## src/rtl/cache_miss_arbiter.sv

```systemverilog
// Two-port miss arbiter between the I-cache, the D-cache and one shared fill FSM.
// It grants with D-first round-robin, routes fill strobes to the winner and stalls waiting caches.
module cache_miss_arbiter #(
  parameter int unsigned TIMEOUT  = 64,
  parameter int unsigned OFFSET_W = 4
) (
  input  logic        clk,
  input  logic        rst,
  input  logic        i_miss,
  input  logic [15:0] i_miss_addr,
  input  logic        d_miss,
  input  logic [15:0] d_miss_addr,
  input  logic        fsm_busy,
  input  logic        fsm_write_data,
  input  logic        fsm_write_tag,
  output logic        miss_detected,
  output logic [15:0] miss_address,
  output logic        i_write_data,
  output logic        i_write_tag,
  output logic        d_write_data,
  output logic        d_write_tag,
  output logic        i_stall,
  output logic        d_stall,
  output logic        owner,
  output logic        timeout_err
);

  typedef enum logic [1:0] {
    IDLE    = 2'd0,
    ISSUE   = 2'd1,
    FILL    = 2'd2,
    RELEASE = 2'd3
  } state_t;

  localparam logic        OWNER_I    = 1'b0;
  localparam logic        OWNER_D    = 1'b1;
  localparam logic [15:0] ALIGN_MASK = ~((16'd1 << OFFSET_W) - 16'd1);
  localparam logic [7:0]  TIMER_LAST = 8'(TIMEOUT - 1);

  state_t      state, state_nxt;
  logic        owner_nxt;
  logic [7:0]  timer, timer_nxt;
  logic [15:0] addr_nxt;
  logic        issue_nxt;
  logic        err_nxt;
  logic        grant_d;
  logic        in_fill;
  logic        in_release;

  // owner also serves as last_grant: a tie goes to the cache that did not win last time.
  assign grant_d = d_miss & (~i_miss | (owner == OWNER_I));

  // NOTE: every variable written here gets a default first, so no path leaves it unassigned
  // and no latch is inferred.
  always_comb begin
    state_nxt = state;
    owner_nxt = owner;
    timer_nxt = timer;
    addr_nxt  = miss_address;
    issue_nxt = 1'b0;
    err_nxt   = timeout_err;
    case (state)
      IDLE: begin
        if (!fsm_busy && (i_miss || d_miss)) begin
          owner_nxt = grant_d;
          addr_nxt  = (grant_d ? d_miss_addr : i_miss_addr) & ALIGN_MASK;
          issue_nxt = 1'b1;
          state_nxt = ISSUE;
        end
      end
      ISSUE: begin
        timer_nxt = '0;
        state_nxt = FILL;
      end
      FILL: begin
        if (fsm_write_tag) begin
          state_nxt = RELEASE;
        end else if (timer == TIMER_LAST) begin
          err_nxt   = 1'b1;
          state_nxt = IDLE;
        end else begin
          timer_nxt = timer + 8'd1;
        end
      end
      RELEASE: state_nxt = IDLE;
      default: state_nxt = IDLE;
    endcase
  end

  // NOTE: sequential state uses non-blocking assignments so every register samples
  // the pre-edge values regardless of statement order.
  always_ff @(posedge clk or posedge rst) begin
    if (rst) begin
      state         <= IDLE;
      owner         <= OWNER_I;
      timer         <= '0;
      miss_address  <= '0;
      miss_detected <= 1'b0;
      timeout_err   <= 1'b0;
    end else begin
      state         <= state_nxt;
      owner         <= owner_nxt;
      timer         <= timer_nxt;
      miss_address  <= addr_nxt;
      miss_detected <= issue_nxt;
      timeout_err   <= err_nxt;
    end
  end

  assign in_fill    = (state == FILL);
  assign in_release = (state == RELEASE);

  // Strobe routing is purely combinational so fill beats reach the cache with no added latency.
  assign i_write_data = in_fill & (owner == OWNER_I) & fsm_write_data;
  assign i_write_tag  = in_fill & (owner == OWNER_I) & fsm_write_tag;
  assign d_write_data = in_fill & (owner == OWNER_D) & fsm_write_data;
  assign d_write_tag  = in_fill & (owner == OWNER_D) & fsm_write_tag;

  assign i_stall = i_miss & ~(in_release & (owner == OWNER_I));
  assign d_stall = d_miss & ~(in_release & (owner == OWNER_D));

endmodule

```

## config.mk

```make
export PLATFORM = sky130hd
export DESIGN_NAME = cache_miss_arbiter
export DESIGN_NICKNAME = d
export VERILOG_FILES = /design/src/rtl/cache_miss_arbiter.sv
export SDC_FILE = /design/constraint.sdc
export NUM_CORES = 1
export LEC_CHECK = 0
export CORE_UTILIZATION = 55
export DETAILED_ROUTE_END_ITERATION = 10
export DONT_BUFFER_PORTS = 1
export PLACE_DENSITY = 0.7
export REMOVE_ABC_BUFFERS = 1
export SYNTH_ARGS = -nofsm -noshare
export SYNTH_HDL_FRONTEND = slang
export SYNTH_SLANG_ARGS = --single-unit
```

## constraint.sdc

```tcl
create_clock -name clk -period 3.7 [get_ports clk]
set_input_delay 0.37 -clock clk [delete_from_list [all_inputs] [get_ports clk]]
set_output_delay 0.37 -clock clk [all_outputs]
set_load 0.01 [all_outputs]
```

# Word level (Yosys, flattened, before mapping)
# Cells that the tools add are included.
# op_classes
add_sub_neg,1
n_eq_ne,8
muxes,10
n_bitwise,17
n_reduce_logical,9
# op_table
cell,n
$mux W16,1
$mux W8,2
$pmux W8 S2,1
$and A1 B1 Y1,11
$add A8 B1 Y8 const B,1
$eq A8 B6 Y1 const B,1
$pmux W2 S4,1
$mux W2,3
$ne A2 B2 Y1 const B,3
$reduce_and A3 Y1,2
$not A1 Y1,5
$eq A2 B2 Y1 const B,2
$reduce_and A2 Y1,2
$ne A3 B2 Y1 const B,1
$eq A2 B1 Y1 const B,1
$logic_not A2 Y1,1
$mux W1,2
$reduce_bool A2 Y1,1
$logic_and A1 B1 Y1,1
$logic_not A1 Y1,1
$logic_or A1 B1 Y1,1
$or A1 B1 Y1,1
# totals
ff_bits,25
input_bits,39
out_inout_bits,25
wordCells,51

# Depth between registers and ports, before layout
# Gate-level depths: netlist of the first run.
# depth
word_depth,4
ltp_mapped,6
ltp_nobuf,5

# Worst setup path after synthesis of the first run
# No wires, ideal clock.
# synth_path
path_kind,flip-flop to flip-flop
startpoint,register timer[0]
endpoint,register timer[3]
arrival_time_ps,1419
setup_slack_ps,2154
stages_incl_launch_ff,7
path_buffers,1
cell_sequence,dfrtp_1 -> ha_1 -> and4_1 -> a31o_1 -> buf_6 -> o211ai_2 -> o31ai_2
# synth_between
elab_chain_len,4
word_cells_on_any_way,7
# synth_rtl
element,line,rtl
"start, declared",42,"logic [7:0] timer, timer_nxt;"
"start signal, assigned",103,timer <= timer_nxt;
$add A8 B1 Y8,82,timer_nxt = timer + 8'd1;
$mux W8,78,end else if (timer == TIMER_LAST) begin
$mux W8,76,if (fsm_write_tag) begin
$pmux W8 S2,62,case (state)
# Parallel ways exist; a longest one is shown, timed or not. The select of a mux whose other input is x is not followed.
# A chain may end at the register's enable or synchronous reset.

# Worst setup path after layout of the first run
# layout_path
startpoint,register state[1]
endpoint,output i_write_tag
# layout_between
elab_chain_len,3
# layout_rtl
element,line,rtl
"start, declared",40,"state_t state, state_nxt;"
"start signal, assigned",101,state <= state_nxt;
$eq A2 B2 Y1,110,assign in_fill = (state == FILL);
$and A1 B1 Y1 (2 in a row),115,assign i_write_tag = in_fill & (owner == OWNER_I) & fsm_write_tag;
"end, declared",19,"output logic i_write_tag,"
# No other way between the ends.

==> results of run 1 <==
[worst max-delay path: stages, from the launching register on]
cell and delay, ns:
dfrtp_1 0.59, inv_1 0.23, nor4b_1 0.58
[report_power, final]
part / leakage [uW] / total, uW / switching [uW] / internal [uW]
clock network: 0.0000177 / 123 / 82.5 / 40.4
logic: 0.000251 / 268 / 156 / 113
registers: 0.000306 / 516 / 148 / 368
[registers in the layout, indices dropped and copies added, names as in the netlist]
signal,count
miss_detected,1
state,2
timeout_err,1
miss_address,12
owner,1
timer,8
[layer usage]
layer | vias to the layer above | global-route usage (%) | share of wire (%)
li1 | 474 | - | -
met1 | 463 | 27.7 | 43
met2 | 45 | 35.5 | 51
met3 | 0 | 3.51 | 6.4
met4 | 0 | 5.41 | 0
met5 | - | 0 | 0
[final cells by class]
| class | instances | area, um2 |
|---|---|---|
| multi-input combinational | 95 | 652 |
| tap | 28 | 35.0 |
| fill | 190 | 906 |
| inverter | 6 | 22.5 |
| clock buffer | 3 | 22.5 |
| sequential | 25 | 626 |
| clock inverter | 1 | 5.00 |
| timing repair buffer | 1 | 7.51 |
[cells by family (layout without fill, tap and decap cells)]
logic type / after synthesis / after routing / share of synthesized area [%]
flops: 25 / 25 / 46.0
fa+ha+maj: 1 / 1 / 0.919
mux: 14 / 14 / 10.4
simple gates: 42 / 42 / 17.3
other cells: 1 / 4 / 0.275
buf+inv: 17 / 11 / 6.99
compound gates: 34 / 34 / 18.2
[synth_stat cells, drive strengths merged, types with 2 or more instances]
cell type	instances	area share, %
or3	2	0.92
nor4	3	2.5
nor4b	2	1.3
nand3	4	1.8
dfrtp	25	46
mux2i	13	9.6
buf	10	5.1
nor2	15	4.1
o21ai	2	0.74
o31ai	3	2.4
a21oi	15	5.8
nor3	2	0.74
a31oi	2	0.92
nand2	7	1.9
nand3b	2	1.1
and3	2	0.92
a32o	2	1.5
o211ai	4	3.3
inv	6	1.7
[placed cells by master (no fill, tap or decap), types with 3 or more instances in the layout]
master	count
conb_1	4
nand3_1	3
o211ai_2	3
mux2i_1	13
nand2_1	7
inv_1	6
nor2_1	15
a21oi_1	14
dfrtp_1	25
clkbuf_4	3
[path summary, 6_finish.rpt]
path | startpoint | to | cells past startpoint
setup / recovery | state[1] | i_write_tag | 2
min in group clk | fsm_write_tag | state[0] | 2
setup reg to reg | state[1] | timer[3] | 4
max in group asynchronous | rst | timer[6] | 1
hold / removal | rst | miss_address[11] | 1
hold reg to reg | timer[4] | timer[4] | 1
[stage by stage]
stage,setup slack (ns),power [uW],std cells,utilization [%]
finish,1.62,907,159,60.2
global route,1.54,976,159,60.2
CTS,1.61,913,159,60.2
detailed placement,1.90,790,155,59.0
global placement,1.94,774,155,59.0
floorplan,1.86,719,126,-
==> out/qor.yml, run 1 <==
critical_path:
  cp-start-kind: "flip-flop"
  arrival_ns: 1.71
  reg2reg_setup_slack_ns: 1.87
  worstSetupPathType: "reg -> out"
  end_kind: "output port"
  crit_required_ns: 3.33
  cp_max_fo: 11
routing:
  viasPerCell: 6.18
  drtIter0Drc: 32
  via_count: 982
  firstDrtPassIters: 4
  ant_nets: 0
  wire_per_inst_um: 15.9
  routed_wl_um: 2530
  drc: 0
power_and_ir_drop:
  peakVddDrop_v: 0.000459
  p_per_area_nw_per_um2: 662
  leakage_uw: 0.000574
grt:
  track_usage_pct: 20.9
  grt_overflow: 0
  grt_pass1_wl_um: 4210
  grt_start_max_net_pins: 27
  antenna_found_initial: 0
  first_global_vias: 948
synthesis:
  ys.flop_type: "dfrtp_1"
  yosysWarnings: 0
  synth_cells: 134
  ys_ff_latch: 25
  avgSynthCellArea_um2: 10.2
  yosysSeqAreaShare_pct: 46.0
  ys_types: 39
  synth-edff-count: 0
  synthesis.area_um2: 1360
  synthArstFlopShare_pct: 100
sta:
  hold_violations: 0
  setup_viol: 0
  skew_ns: 0.00371
  drv_slew: 0
  rsz0062_at_grt: "no"
  period_minus_slack_ns: 2.08
  fin_setup_tns_ns: 0
  fmax_mhz: 480
  worst_pin_slew_ns: 0.951
  relSlewSlack_pct: 36.5
  finalCritPeriodShare_pct: 56.3
  hold_ws_ns: 0.140
clock_tree:
  cts_htree_levels: 1
  insertion_delay_ns: 0.31
  cts.sinks: 25
  cts_root_buffer: "clkbuf_4"
  cts_tree: "yes"
  cts_buffers: 3
  clockBufferDepth: 2
  cts.hold.buffers_added: 0
  cts.clk_slew.worst_paths_ns: 0.14
  post_cts.repair.setup_buffers: 0
  cts_resized: 0
job:
  maxCapViolCount: 0
die:
  die_width_um: 51.8
  coreArea_um2: 2280
  start_util_pct: 59.8
  die_h_um: 51.8
  dieArea_um2: 2680
  std_cell_rows: 17
  ios: 64
finish:
  final_cell_area_um2: 1370
  drive_gt1_share_pct: 11.5
  n_antenna_cell: 0
  area_growth_pct: 0.643
  nets: 172
placed_design:
  dp_hpwl_um: 1800
  gp_congestion: 0.796
  place_area_um2: 1340
  io_buffers: 0
hold_path:
  hp-class: "in -> async"
run_status:
  status: "completed"
(Power assumes the default switching activity.)
==> run 2: changes to the inputs <==
--- a/config.mk
+++ b/config.mk
@@ -5,10 +5,11 @@
 export SDC_FILE = /design/constraint.sdc
 export NUM_CORES = 1
 export LEC_CHECK = 0
+export ABC_AREA = 1
 export CORE_UTILIZATION = 55
 export DETAILED_ROUTE_END_ITERATION = 10
 export DONT_BUFFER_PORTS = 1
-export PLACE_DENSITY = 0.7
+export PLACE_DENSITY = 0.73
 export REMOVE_ABC_BUFFERS = 1
 export SYNTH_ARGS = -nofsm -noshare
 export SYNTH_HDL_FRONTEND = slang
==> constraint.sdc (replaced) <==
create_clock -name clk -period 1.9 [get_ports clk]
set_input_delay 0.19 -clock clk [delete_from_list [all_inputs] [get_ports clk]]
set_output_delay 0.19 -clock clk [all_outputs]
set_load 0.01 [all_outputs]
==> run 2 against run 1 <==
  * Critical endpoint unchanged
  * Design area up 6.3%
  * Count of clock-buffer cells in the layout unchanged
  * Worst setup slack worse by 1.4 ns
  * Critical path type unchanged
  * Largest power group unchanged
  * Highest routed layer is now met4
==> out/qor.yml, run 2 <==
run_status:
  status: "completed"  # unchanged
placed_design:
  gp_congestion: 0.760  # was 0.796
  io_buffers: 0  # unchanged
  place_area_um2: 1410  # was 1340 um2
  post-place-ws_ns: 0.435  # was 1.90 ns
  dp_hpwl_um: 2060  # was 1800 um
routing:
  drtIter0Drc: 25  # was 32
  via_count: 1153  # was 982
  wire_per_inst_um: 13.3  # was 15.9 um
  drc: 0  # unchanged
  routed_wl_um: 2780  # was 2530 um
  ant_nets: 0  # unchanged
  viasPerCell: 5.52  # was 6.18
  firstDrtPassIters: 4  # unchanged
synthesis:
  ys_types: 28  # was 39
  synth_area_leaders: "dfrtp_1 44%, nand2_1 9.0%, o21ai_0 7.4%"  # was dfrtp_1 46%, mux2i_1 9.6%, a21oi_1 5.1%
  synth_top_area_share_pct: 44.1  # was 46.0%
  synthesis.area_um2: 1420  # was 1360 um2
  synthTopCellsByCount: "34 x nand2_1, 25 x dfrtp_1, 23 x nor2_1"  # was 25 x dfrtp_1, 15 x nor2_1, 14 x a21oi_1
  ys.flop_type: "dfrtp_1"  # unchanged
  synthArstFlopShare_pct: 100  # unchanged
  ys_ff_latch: 25  # unchanged
  synth_most_common_cell: "nand2_1"  # was dfrtp_1
  yosysWarnings: 0  # unchanged
  synth.largest_area_cell: "dfrtp_1"  # unchanged
  synth_cells: 179  # was 134
  avgSynthCellArea_um2: 7.92  # was 10.2 um2
  synth-edff-count: 0  # unchanged
  yosysSeqAreaShare_pct: 44.1  # was 46.0%
clock_tree:
  cts.clk_slew.worst_paths_ns: 0.14  # about the same
  insertion_delay_ns: 0.32  # was 0.31 ns
  cts.sinks: 25  # unchanged
  cts_tree: "yes"  # unchanged
  cts_root_buffer: "clkbuf_4"  # unchanged
  post_cts.repair.setup_buffers: 0  # unchanged
  cts_htree_levels: 1  # unchanged
  cts_buffers: 3  # unchanged
  clockBufferDepth: 2  # unchanged
finish:
  drive_gt1_share_pct: 11.7  # was 11.5%
  largest_reg_flops: 12  # unchanged
  n_antenna_cell: 0  # unchanged
  mostFrequentLayoutCells: "33 x nand2_1, 25 x dfrtp_1, 23 x nor2_1, 21 x o21ai_0, 17 x o21ai_1"  # was 25 x dfrtp_1, 15 x nor2_1, 14 x a21oi_1, 13 x mux2i_1, 7 x nand2_1
  final_cell_area_um2: 1460  # was 1370 um2
  reg_top3: "miss_address x12, timer x8, state x2"  # unchanged
  n_fill_cell: 222  # was 190
  mostFrequentLayoutCell: "nand2_1"  # was dfrtp_1
  nets: 220  # was 172
  area_growth_pct: 2.74  # was 0.643%
  regMostFlops: "miss_address"  # unchanged
sta:
  hold_violations: 0  # unchanged
  setup_viol: 0  # unchanged
  drv_slew: 0  # unchanged
  fin_setup_tns_ns: 0  # unchanged
  worst_pin_slew_ns: 0.579  # was 0.951 ns
  finalCritPeriodShare_pct: 86.1
  period_minus_slack_ns: 1.64
  fmax_mhz: 611
  skew_ns: 0.00599  # was 0.00371 ns
  rsz0062_at_grt: "no"  # unchanged
  relSlewSlack_pct: 61.4  # was 36.5%
  fin_ws_ns: 0.264  # was 1.62 ns
  hold_ws_ns: 0.0321  # was 0.140 ns
die:
  die_h_um: 52.8  # was 51.8 um
  coreArea_um2: 2450  # was 2280 um2
  ios: 64  # unchanged
  dieArea_um2: 2780  # was 2680 um2
  std_cell_rows: 18  # was 17
  die_width_um: 52.8  # was 51.8 um
  start_util_pct: 57.7  # was 59.8%
job:
  maxCapViolCount: 0  # unchanged
critical_path:
  critPathMaxStageDelay_ns: 0.43  # was 0.59 ns
  cp_max_fo: 11  # unchanged
  end_kind: "output port"  # unchanged
  worstSetupPathType: "reg -> out"  # unchanged
  path_cells: "inv_2, nand2_2, inv_1, nand2_1, nor2_1"  # was inv_1, nor4b_1
  arrival_ns: 1.45  # was 1.71 ns
  cp-start-kind: "flip-flop"  # unchanged
  slowest_stage: "dfrtp_1"  # unchanged
  crit_required_ns: 1.71  # was 3.33 ns
grt:
  grt_start_max_net_pins: 26  # was 27
  first_global_vias: 1016  # was 948
  antenna_found_initial: 0  # unchanged
  grt_overflow: 0  # unchanged
  grt_pass1_wl_um: 4460  # was 4210 um
  track_usage_pct: 22.3  # was 20.9%
power_and_ir_drop:
  peakVddDrop_v: 0.000674  # was 0.000459 V
  p_per_area_nw_per_um2: 1240  # was 662 nW/um2
  leakage_uw: 0.000666  # was 0.000574 uW
hold_path:
  hp-class: "in -> reg"  # was in -> async
run 2: worst paths after layout:
kind	start	end	slack, ns	cells after the start
max	state[0]	i_write_tag	0.26	5
min	d_miss_addr[11]	miss_address[11]	0.03	2
max reg2reg	owner	miss_address[6]	0.40	5
min reg2reg	timer[5]	timer[5]	0.56	2
max in group asynchronous	rst	timer[5]	1.31	3
min in group asynchronous	rst	state[1]	0.35	3
run 2: cell families after synthesis:
kind of cell    after synthesis  synth area share (%)
xor+xnor                      2                  1.24
compound gates               45                  17.4
simple gates                 81                  27.5
buf+inv                      24                  8.56
other cells                   1                 0.265
flops                        25                  44.1
fa+ha+maj                     1                 0.882
run 2: where the power goes:
group	switching [uW]	internal (uW)	leakage, uW	total, uW
sequential	211	714	0.000317	925
combinational	441	196	0.000331	637
clock	159	78.8	0.0000177	238
total	811	988	0.000666	1800
run 2: stage by stage:
stage,utilization [%],std cells,total power (uW)
after global placement,57.3,203,1540
final,59.3,209,1800
after CTS,59.2,209,1810
after detailed placement,57.3,203,1570
after global routing,59.3,209,1950
after floorplan,-,172,1410
run 2: worst max-delay path: cells and delay by family (launching register included):
kind | cells | cell delay, ns
and+or+nand+nor | 3 | 0.49
DFF | 1 | 0.43
buffers and inverters | 2 | 0.20
run 2: what timing repair did:
action                                  4_1_cts  5_1_grt
endpoints found under the setup margin        0        1
hold buffers                                  2        0
gates resized for setup                       0        1
hold endpoints to repair                     26        0
run 2: area by class of cell:
type,count,area (um2),share of cell area [%]
Inverter,14,53.8,3.69
Tap cell,30,37.5,2.58
Timing Repair Buffer,3,27.5,1.89
Clock inverter,1,5.00,0.344
Multi-Input combinational cell,133,684,47.0
Sequential cell,25,626,43.0
Clock buffer,3,22.5,1.55
run 2: routing by layer:
layer  global-route usage [%]  up-vias  share of wire, %
met5                        0        -                 0
met4                     9.21        0              0.68
met3                     4.64        2               4.6
met2                     39.0       34                51
met1                     26.0      537                43
li1                         -      580                 -
==> run 3: changes to the inputs <==
--- a/config.mk
+++ b/config.mk
@@ -6,10 +6,12 @@
 export NUM_CORES = 1
 export LEC_CHECK = 0
 export ABC_AREA = 1
-export CORE_UTILIZATION = 55
+export CELL_PAD_IN_SITES_DETAIL_PLACEMENT = 0
+export CELL_PAD_IN_SITES_GLOBAL_PLACEMENT = 1
+export CORE_UTILIZATION = 39
 export DETAILED_ROUTE_END_ITERATION = 10
 export DONT_BUFFER_PORTS = 1
-export PLACE_DENSITY = 0.73
+export PLACE_DENSITY_LB_ADDON = 0.1
 export REMOVE_ABC_BUFFERS = 1
 export SYNTH_ARGS = -nofsm -noshare
 export SYNTH_HDL_FRONTEND = slang
==> run 3 against run 2 <==
  * Design area increased by 2.1%
  * First-iteration DRC count rose by 72%
  * Sequential share of layout area down 0.87 points
  * Sequential power is essentially flat
  * Worst setup slack lost 0.037 ns
  * Clock skew down 0.0020 ns
  * Via count down 1.1%
  * Highest routed layer unchanged
  * Die area grew 39%
  * Non-clock buffer count grew 1
==> out/qor.yml, run 3 (synthesis gave the netlist of run 2 again) <==
run_status:
  status: "completed"  # unchanged
finish:
  drive_gt1_share_pct: 12.2  # was 11.7%
  reg_top3: "miss_address x12, timer x8, state x2"  # unchanged
  mostFrequentLayoutCells: "33 x nand2_1, 25 x dfrtp_1, 23 x nor2_1, 21 x o21ai_0, 17 x o21ai_1"  # unchanged
  n_fill_cell: 361  # was 222
  regMostFlops: "miss_address"  # unchanged
  area_growth_pct: 4.85  # was 2.74%
  nets: 221  # was 220
  largest_reg_flops: 12  # unchanged
  mostFrequentLayoutCell: "nand2_1"  # unchanged
  post-route-util_pct: 43.5  # was 59.3%
  n_antenna_cell: 0  # unchanged
routing:
  wire_per_inst_um: 13.3  # about the same
  firstDrtPassIters: 4  # unchanged
  drc: 0  # unchanged
  via_count: 1140  # was 1,153
  routed_wl_um: 3010  # was 2780 um
  drtIter0Drc: 43  # was 25
  viasPerCell: 5.04  # was 5.52
  ant_nets: 0  # unchanged
grt:
  grt_pass1_wl_um: 5350  # was 4460 um
  grt.busiest_layer: "met2"  # unchanged
  use_met3_pct: 4.04  # was 4.64%
  antenna_found_initial: 0  # unchanged
  met2_usage_pct: 31.0  # was 39.0%
  grt_start_max_net_pins: 26  # unchanged
  first_global_vias: 1153  # was 1,016
  use_met1_pct: 20.3  # was 26.0%
  grt_overflow: 0  # unchanged
  track_usage_pct: 17.1  # was 22.3%
placed_design:
  io_buffers: 0  # unchanged
  gp_congestion: 0.753  # was 0.760
  dp_hpwl_um: 2150  # was 2060 um
  post-place-ws_ns: 0.445  # was 0.435 ns
sta:
  period_minus_slack_ns: 1.67  # was 1.64 ns
  fmax_mhz: 598  # was 611 MHz
  hold_violations: 0  # unchanged
  worst_pin_slew_ns: 0.596  # was 0.579 ns
  hold_ws_ns: 0.0213  # was 0.0321 ns
  fin_setup_tns_ns: 0  # unchanged
  setup_viol: 0  # unchanged
  skew_ns: 0.00398  # was 0.00599 ns
  relSlewSlack_pct: 60.2  # was 61.4%
  fin_ws_ns: 0.227  # was 0.264 ns
  rsz0062_at_grt: "no"  # unchanged
  drv_slew: 0  # unchanged
  finalCritPeriodShare_pct: 88.1  # was 86.1%
power_and_ir_drop:
  peakVddDrop_v: 0.000486  # was 0.000674 V
  pwr-share-seq_pct: 50.5  # was 51.4%
  p_int_uw: 994  # was 988 uW
  clkPwrFrac_pct: 14.0  # was 13.2%
  p_per_area_nw_per_um2: 1240  # about the same
  p_comb_share_pct: 35.5  # was 35.4%
  leakage_uw: 0.000667  # was 0.000666 uW
  p_sw_share_pct: 45.9  # was 45.1%
  p_sw_uw: 842  # was 811 uW
critical_path:
  crit_required_ns: 1.71  # about the same
  end_kind: "output port"  # unchanged
  arrival_ns: 1.48  # was 1.45 ns
  cp_max_fo: 11  # unchanged
  cp-start-kind: "flip-flop"  # unchanged
  worstSetupPathType: "reg -> out"  # unchanged
die:
  die_width_um: 62.3  # was 52.8 um
  coreArea_um2: 3420  # was 2450 um2
  die_h_um: 62.3  # was 52.8 um
  ios: 64  # unchanged
  std_cell_rows: 21  # was 18
  start_util_pct: 41.5  # was 57.7%
  dieArea_um2: 3880  # was 2780 um2
clock_tree:
  post_cts.repair.setup_buffers: 0  # unchanged
  cts.clk_slew.worst_paths_ns: 0.15  # was 0.14 ns
  cts_root_buffer: "clkbuf_4"  # unchanged
  insertion_delay_ns: 0.33  # was 0.32 ns
  clockBufferDepth: 2  # unchanged
  cts.sinks: 25  # unchanged
  cts_htree_levels: 1  # unchanged
  cts_tree: "yes"  # unchanged
  cts_buffers: 3  # unchanged
job:
  maxCapViolCount: 0  # unchanged
hold_path:
  hp-class: "in -> reg"  # unchanged
run 3: cell count changes in the layout (fill, tap and decap cells not counted), sizes merged:
cell      change
clkinv        -1
clkinvlp      +1
buf           +1
run 3: path summary, 6_finish.rpt:
path	from	to	slack, ns	cells after the start
max reg2reg	state[1]	miss_address[6]	0.48	5
min reg2reg	timeout_err	timeout_err	0.55	2
min	d_miss_addr[13]	miss_address[13]	0.02	2
max	state[0]	i_write_tag	0.23	5
max in group asynchronous	rst	state[1]	1.32	3
min in group asynchronous	rst	timer[6]	0.33	3
run 3: per-layer routing:
| layer | share of wire, % | vias up |
|---|---|---|
| met5 | 0 | - |
| met4 | 0.80 | 0 |
| met3 | 5.5 | 4 |
| met2 | 49 | 33 |
| met1 | 45 | 524 |
| li1 | - | 579 |
run 3: timing repair:
item                                   CTS  global route
gates resized for setup                  0             1
endpoints found under the hold margin   26             0
hold buffers                             2             0
setup endpoints to repair                0             2
run 3: final cells by class:
class                      count  area, um2  share of cell area [%]
clock buffer                   3       22.5                    1.52
sequential                    25        626                    42.1
inverter                      14       53.8                    3.62
multi-input combinational    133        684                    46.0
timing repair buffer           4       35.0                    2.36
tap                           46       57.6                    3.87
clock inverter                 1       7.51                   0.505
run 3: worst max-delay path, cell delays in order (launching register included):
cell     delay [ns]
dfrtp_1        0.44
inv_2          0.09
nand2_2        0.16
inv_1          0.12
nand2_1        0.13
nor2_1         0.22
run 3: through the flow:
stage,instance area [um2],power [uW],std cells
2_1_floorplan,1360,1410,172
3_3_place_gp,1430,1570,220
3_5_place_dp,1430,1600,220
4_1_cts,1480,1850,226
5_1_grt,1490,2000,226
6_report,1490,1840,226
run 3: power groups by stage:
| stage | Combinational (uW) | Clock, uW | Sequential, uW |
|---|---|---|---|
| after floorplan | 517 | 0 | 894 |
| after CTS | 662 | 261 | 928 |
| after detailed placement | 662 | 0 | 934 |
| after global placement | 640 | 0 | 933 |
| after global routing | 761 | 285 | 956 |
| final | 652 | 256 | 928 |
